`src/rtl/seg_pkg.sv`:
```
// seg_pkg: shared digit-code constants and types for the seven-segment scan path
package seg_pkg;
    localparam int CODE_W = 5;
    localparam logic [CODE_W-1:0] CODE_BLANK = 5'd31;
    localparam logic [CODE_W-1:0] CODE_EQ = 5'd16;
    typedef logic [6:0] seg_t;
    typedef enum logic {S_GUARD, S_DRIVE} scan_state_t;
endpackage

```
`src/rtl/seg_scan_ctrl_dec.sv`:
```
// seg_scan_ctrl_dec: digit code to a..g segment pattern (hex, '=', others dark)
module seg_scan_ctrl_dec
    import seg_pkg::*;
(
    input  logic [CODE_W-1:0] code,
    output seg_t              seg
);
    always_comb begin
        case (code)
            5'd0:    seg = 7'b1111110;
            5'd1:    seg = 7'b0110000;
            5'd2:    seg = 7'b1101101;
            5'd3:    seg = 7'b1111001;
            5'd4:    seg = 7'b0110011;
            5'd5:    seg = 7'b1011011;
            5'd6:    seg = 7'b1011111;
            5'd7:    seg = 7'b1110000;
            5'd8:    seg = 7'b1111111;
            5'd9:    seg = 7'b1111011;
            5'd10:   seg = 7'b1110111;
            5'd11:   seg = 7'b0011111;
            5'd12:   seg = 7'b1001110;
            5'd13:   seg = 7'b0111101;
            5'd14:   seg = 7'b1001111;
            5'd15:   seg = 7'b1000111;
            CODE_EQ: seg = 7'b0001001;
            default: seg = 7'b0000000;
        endcase
    end
endmodule

```
`src/rtl/seg_scan_ctrl.sv`:
```
// seg_scan_ctrl: double-buffered multiplexed scan of an N-digit common-anode display
module seg_scan_ctrl
    import seg_pkg::*;
#(
    parameter int NUM_DIGITS = 8,
    parameter int DIV        = 50000,
    parameter int GUARD      = 4
) (
    input  logic                         clk,
    input  logic                         rst_n,
    input  logic                         load_valid,
    output logic                         load_ready,
    input  logic [CODE_W*NUM_DIGITS-1:0] load_data,
    input  logic                         blank_lz,
    output logic [NUM_DIGITS-1:0]        an,
    output seg_t                         seg,
    output logic                         frame_done
);
    localparam int CW = $clog2(DIV);
    localparam int IW = $clog2(NUM_DIGITS);

    logic [CW-1:0] cnt;
    logic [IW-1:0] idx;
    scan_state_t state, state_n;
    logic [NUM_DIGITS-1:0][CODE_W-1:0] disp, pend;
    logic pend_v, slot_end, boundary, drive;
    logic [CODE_W-1:0] code;
    logic [NUM_DIGITS-1:0] lz, an_d;
    seg_t dec_seg, seg_d;

    function automatic logic [NUM_DIGITS-1:0] lz_mask(input logic [NUM_DIGITS-1:0][CODE_W-1:0] c, input logic en);
        logic z;
        z = en;
        lz_mask = '0;
        for (int i = NUM_DIGITS-1; i > 0; i--) begin
            z = z & (c[i] == '0);
            lz_mask[i] = z;
        end
    endfunction

    assign code       = disp[idx];
    assign lz         = lz_mask(disp, blank_lz);
    assign slot_end   = cnt == CW'(DIV-1);
    assign boundary   = slot_end && idx == IW'(NUM_DIGITS-1);
    assign load_ready = ~pend_v;

    seg_scan_ctrl_dec u_dec (.code(code), .seg(dec_seg));

    // CODE_BLANK keeps the anode off so an empty display draws no current
    always_comb begin
        state_n = (state == S_GUARD && cnt == CW'(GUARD-1)) ? S_DRIVE :
                  (state == S_DRIVE && slot_end) ? S_GUARD : state;
        drive   = state == S_DRIVE && !lz[idx] && code != CODE_BLANK;
        an_d    = drive ? ~(NUM_DIGITS'(1) << idx) : '1;
        seg_d   = drive ? dec_seg : '0;
    end

    always_ff @(posedge clk or negedge rst_n) begin
        if (!rst_n) state <= S_GUARD;
        else        state <= state_n;
    end

    always_ff @(posedge clk or negedge rst_n) begin
        if (!rst_n) begin
            cnt        <= '0;
            idx        <= '0;
            pend_v     <= 1'b0;
            pend       <= '0;
            disp       <= {NUM_DIGITS{CODE_BLANK}};
            an         <= '1;
            seg        <= '0;
            frame_done <= 1'b0;
        end else begin
            cnt        <= slot_end ? '0 : cnt + 1'b1;
            idx        <= !slot_end ? idx : (idx == IW'(NUM_DIGITS-1)) ? '0 : idx + 1'b1;
            an         <= an_d;
            seg        <= seg_d;
            frame_done <= boundary;
            if (boundary && pend_v) begin
                disp   <= pend;
                pend_v <= 1'b0;
            end else if (load_valid && load_ready) begin
                pend   <= load_data;
                pend_v <= 1'b1;
            end
        end
    end
endmodule

```
`config.mk`:
```
export PLATFORM = sky130hd
export DESIGN_NAME = seg_scan_ctrl
export DESIGN_NICKNAME = d
export VERILOG_FILES = /design/src/rtl/seg_pkg.sv /design/src/rtl/seg_scan_ctrl_dec.sv /design/src/rtl/seg_scan_ctrl.sv
export SDC_FILE = /design/constraint.sdc
export NUM_CORES = 1
export LEC_CHECK = 0
export BUFFER_PORTS_ARGS = -buffer_cell sky130_fd_sc_hd__buf_4
export CAP_MARGIN = 5
export CORE_MARGIN = 5
export CORE_UTILIZATION = 55
export CTS_BUF_LIST = sky130_fd_sc_hd__clkbuf_4 sky130_fd_sc_hd__clkbuf_8 sky130_fd_sc_hd__clkbuf_16
export DETAILED_ROUTE_END_ITERATION = 7
export GPL_TIMING_DRIVEN = 0
export PLACE_DENSITY_LB_ADDON = 0.12
export SYNTH_ARGS = -nofsm -noshare
export SYNTH_HDL_FRONTEND = slang
export SYNTH_SLANG_ARGS = --single-unit
```
`constraint.sdc`:
```
create_clock -name clk -period 5.75 [get_ports clk]
set_input_delay 0.2875 -clock clk [delete_from_list [all_inputs] [get_ports clk]]
set_output_delay 0.2875 -clock clk [all_outputs]
set_load 0.02 [all_outputs]
```
==> results_tabular.tex <==
\begin{tabular}{lr}
\hline
Metric & Value \\
\hline
\multicolumn{2}{l}{\textbf{Yosys}} \\
Warnings, synthesis & 0 \\
Count of different cell masters after synthesis & 51 \\
Main combinational cell family by area after synthesis & multiplexers \\
Number of flops mapped to enable cells by yosys & 0 \\
Syn\_nets & 446 \\
Mapped cell area & 5390 sq um \\
Share of the yosys chip area belonging to registers & 0.554 \\
Most instantiated library cell after synthesis & sky130\_fd\_sc\_hd\_\_mux2\_2 \\
Flip-flop cell with the highest count after synthesis & sky130\_fd\_sc\_hd\_\_dfrtp\_1 \\
Commonest cells post-synth & 80 x sky130\_fd\_sc\_hd\_\_mux2\_2, 69 x sky130\_fd\_sc\_hd\_\_dfrtp\_1, 48 x sky130\_fd\_sc\_hd\_\_dfstp\_2 \\
Adder and majority gate portion of the synthesized area & 0.0325 \\
Simple-Gate Fraction of Synth Area & 0.0998 \\
Compound-Gate Fraction of Synth Area & 0.0371 \\
Fraction of registers with async set or reset after synthesis & 1.00 \\
Synth top area share & 0.320 \\
Gate Count Post-Synth & 388 \\
Cell taking the most area after synthesis & sky130\_fd\_sc\_hd\_\_dfrtp\_1 \\
Synth top area cells & sky130\_fd\_sc\_hd\_\_dfrtp\_1 32\%, sky130\_fd\_sc\_hd\_\_dfstp\_2 23\%, sky130\_fd\_sc\_hd\_\_mux2\_2 17\% \\
Share of synthesized area spent on multiplexers & 0.227 \\
Area share of xor/xnor cells in the synthesized design & 0.0227 \\
Syn avg cell area & 13.9 sq um \\
Flip-flop and latch count after synthesis & 117 \\
\multicolumn{2}{l}{\textbf{Pwr}} \\
Worst ir drop on vdd & 0.000191 V \\
Sw frac & 0.226 \\
Internal power & 1.52 mW \\
Register share of total power & 0.448 \\
Switching Power & 0.443 mW \\
Clock share of power & 0.506 \\
Power per unit of standard cell area & 280 nW/um\^{}2 \\
Fraction of power consumed by combinational cells & 0.047 \\
Power, Total & 1.96 mW \\
Total leakage power & 3.12 nW \\
\multicolumn{2}{l}{\textbf{Routing}} \\
Post-detailed-route count of antenna-violating nets & 0 \\
DR iter-0 viols & 116 \\
DR vias & 3,501 \\
Total iterations of the first detailed-routing run & 5 \\
Post-DR vias/cell & 5.36 \\
Routed wire length & 10.7 mm \\
Average detailed-routed wire length per instance & 16.3 um \\
DRC violations left & 0 \\
\multicolumn{2}{l}{\textbf{Global route}} \\
Antenna violations before repair & 0 \\
Overall global routing resource usage & 0.200 \\
Number of global-route vias before repair & 3,662 \\
Wire length of the first global-routing pass & 18.1 mm \\
Pin count of the biggest net entering global routing & 63 \\
Grt ovf & 0 \\
\multicolumn{2}{l}{\textbf{STA}} \\
Setup repair after global routing missed its margin & no \\
Final setup vio count & 0 \\
Max\_slew headroom & 0.541 \\
Time the final worst path needs with I/O delays and setup & 3130 ps \\
Period utilisation layout & 0.544 \\
Slew at the pin closest to its max-slew limit & 689 ps \\
Total count of hold-check failures in the final report & 0 \\
Final Slew Violations & 0 \\
Peak Freq & 320 MHz \\
Final worst clock skew & 11.5 ps \\
Final total negative setup slack & 0 ps \\
Worst Hold Slack & 22.9 ps \\
Worst Slack Setup Final & 2620 ps \\
\multicolumn{2}{l}{\textbf{Critical path}} \\
Worst setup path class & flip-flop to flip-flop \\
Worst Path Required & 6150 ps \\
Cell with the largest stage delay on the worst path & sky130\_fd\_sc\_hd\_\_mux2i\_1 \\
Reg-to-reg endpoint & seg[6] \\
Startpoint of the most critical setup path & idx[2] \\
Cell occurring most often along the worst timing path & sky130\_fd\_sc\_hd\_\_clkbuf\_1 \\
Path depth of the worst reg2reg path & 8 \\
Stage delay of the slowest cell on the critical path & 510 ps \\
Worst-path cell chain & clkbuf\_1 -> clkbuf\_1 -> mux4\_1 -> mux2i\_1 -> inv\_1 -> ha\_1 -> a22o\_1 -> a2111oi\_4 \\
Startpoint of the worst-slack reg-to-reg timing path & idx[2] \\
Largest driver fanout on the critical path & 10 \\
Critical Path End & seg[6] \\
Slack of the worst reg-to-reg path & 2620 ps \\
Worst Setup Start Kind & flip-flop \\
Worst Setup End Kind & flip-flop \\
Critical Path AT & 3530 ps \\
\multicolumn{2}{l}{\textbf{Floorplanning}} \\
Number of I/O pins & 61 \\
Horizontal die dimension & 109 um \\
Initial core utilization & 0.557 \\
Area of the core region & 9680 sq um \\
Vertical die dimension & 109 um \\
Std cell rows & 36 \\
Die outline area & 11,900 sq um \\
\multicolumn{2}{l}{\textbf{Placed design}} \\
Number of input and output port buffers inserted & 60 \\
Routability Congestion & 0.821 \\
\# placed instances & 582 \\
Placed Area & 6030 sq um \\
Final HPWL from detailed placement & 7.47 mm \\
Post-placement worst setup slack & 2640 ps \\
\multicolumn{2}{l}{\textbf{Final layout}} \\
Fraction of layout cells with a size suffix above 1 & 0.473 \\
Fin cells & 653 \\
Nets@finish & 565 \\
Area added between synthesis and finish & 29.7\% \\
Post-route core utilization & 0.722 \\
Post-route cell area & 6990 sq um \\
Diode count & 0 \\
\multicolumn{2}{l}{\textbf{Clocking}} \\
Source-to-sink clock delay at the later pin of the worst-skew pair & 510 ps \\
Clk root buf & sky130\_fd\_sc\_hd\_\_clkbuf\_8 \\
CTS H-tree lvls & 4 \\
Cts repair resizes & 0 \\
CTS clock-pin slew for the worst setup and hold paths & 60 ps \\
Total CTS buffers & 17 \\
Number of buffers between clock root and the deepest sink & 2 \\
Sinks on the clock net & 117 \\
CTS tree & done \\
\multicolumn{2}{l}{\textbf{Job}} \\
Max-Cap Viols & 0 \\
\multicolumn{2}{l}{\textbf{Worst hold path}} \\
HP Class & input port to flip-flop \\
\multicolumn{2}{l}{\textbf{Outcome}} \\
Run status & complete, no violations \\
\hline
\end{tabular}
==> area by class of cell <==
class,instances,area [sq um]
fillers,684,2690
plain buffers,17,104
well taps,133,166
multi-input cells,244,2260
clock inverters,14,140
flip-flops and latches,117,2990
clock buffers,18,428
inverters,10,37.5
repair buffers,100,868
==> sequential cells by signal, indices dropped and copies added (netlist names) <==
signal      count
disp           40
frame_done      1
idx             3
seg             7
pend           40
cnt            16
state           1
pend_v          1
an              8
==> worst max-delay path: cells and delay by family (launching register included) <==
kind | cells | cell delay [ps]
muxes | 2 | 850
buffers and inverters | 3 | 960
adders and majority gates | 1 | 290
AOI/OAI and AO/OA | 2 | 570
DFF | 1 | 360
==> layer usage <==
metal	global-route usage	wire [um]	vias to the layer above
li1	-	-	1647
met1	0.251	4600	1771
met2	0.336	5510	74
met3	0.0503	466	9
met4	0.0748	95	0
met5	0	0	-
==> power groups by stage <==
stage / clock [mW] / combinational [mW] / sequential (mW)
floorplan: 0 / 0.0290 / 0.881
global placement: 0 / 0.0668 / 0.889
detailed placement: 0 / 0.0721 / 0.891
CTS: 1.01 / 0.0927 / 0.877
global route: 1.06 / 0.101 / 0.880
finish: 0.990 / 0.0911 / 0.877
==> worst min path at each step <==
| stage | from | endpoint | slack [ps] | depth (start not counted) |
|---|---|---|---|---|
| after floorplan | rst_n | cnt[0] | -8 | 0 |
| after global placement | cnt[0] | cnt[0] | 440 | 1 |
| after detailed placement | rst_n | seg[2] | 370 | 1 |
| after CTS | load_data[3] | pend[3] | 0.8 | 2 |
| after global routing | load_data[23] | pend[23] | 0.3 | 2 |
| final | load_data[23] | pend[23] | 20 | 2 |
==> logic make-up after synthesis <==
kind of cell / count (synthesis)
AO/OA/AOI/OAI: 23
XOR/XNOR: 14
adder cells (fa/ha/maj): 14
buffers and inverters: 27
flip-flops: 117
multiplexers: 96
AND/OR/NAND/NOR: 97
==> cells in the final DEF, fill, tap and decap left out, types with 2 or more instances in the layout <==
cell type                       netlist  layout
sky130_fd_sc_hd__or4b_1               4       4
sky130_fd_sc_hd__a21oi_1              4       4
sky130_fd_sc_hd__and3_1               8       8
sky130_fd_sc_hd__buf_6                2       2
sky130_fd_sc_hd__mux4_1               7       7
sky130_fd_sc_hd__buf_4                6      66
sky130_fd_sc_hd__xnor2_1              5       5
sky130_fd_sc_hd__nand3b_1             2       2
sky130_fd_sc_hd__clkbuf_8             0       2
sky130_fd_sc_hd__mux2_2              80      80
sky130_fd_sc_hd__or4_1                5       5
sky130_fd_sc_hd__o21ai_0              8       8
sky130_fd_sc_hd__mux4_2               3       3
sky130_fd_sc_hd__clkbuf_1             7       7
sky130_fd_sc_hd__inv_6                0       6
sky130_fd_sc_hd__nor3_1               5       5
sky130_fd_sc_hd__dfstp_2             48      48
sky130_fd_sc_hd__dlygate4sd3_1        0      39
sky130_fd_sc_hd__inv_8                0       2
sky130_fd_sc_hd__inv_2                2       2
sky130_fd_sc_hd__clkbuf_16            0      16
sky130_fd_sc_hd__mux2i_1              5       5
sky130_fd_sc_hd__nand3_1             12      12
sky130_fd_sc_hd__or2_1                3       3
sky130_fd_sc_hd__dfrtp_1             69      69
sky130_fd_sc_hd__clkinvlp_4           0       4
sky130_fd_sc_hd__and2_1               3       3
sky130_fd_sc_hd__buf_2                2       2
sky130_fd_sc_hd__inv_1                8       8
sky130_fd_sc_hd__xor2_1               9       9
sky130_fd_sc_hd__nor2_1              18      18
sky130_fd_sc_hd__ha_1                14      14
sky130_fd_sc_hd__nand2_1             19      19
sky130_fd_sc_hd__nor4_1               7       7
==> timing repair <==
action | 4_1_cts | 5_1_grt
endpoints found under the hold margin | 73 | 1
endpoints found under the setup margin | 0 | 0
hold buffers | 38 | 1
buffers inserted | 0 | 0
Power figures use the tool's default switching activity.
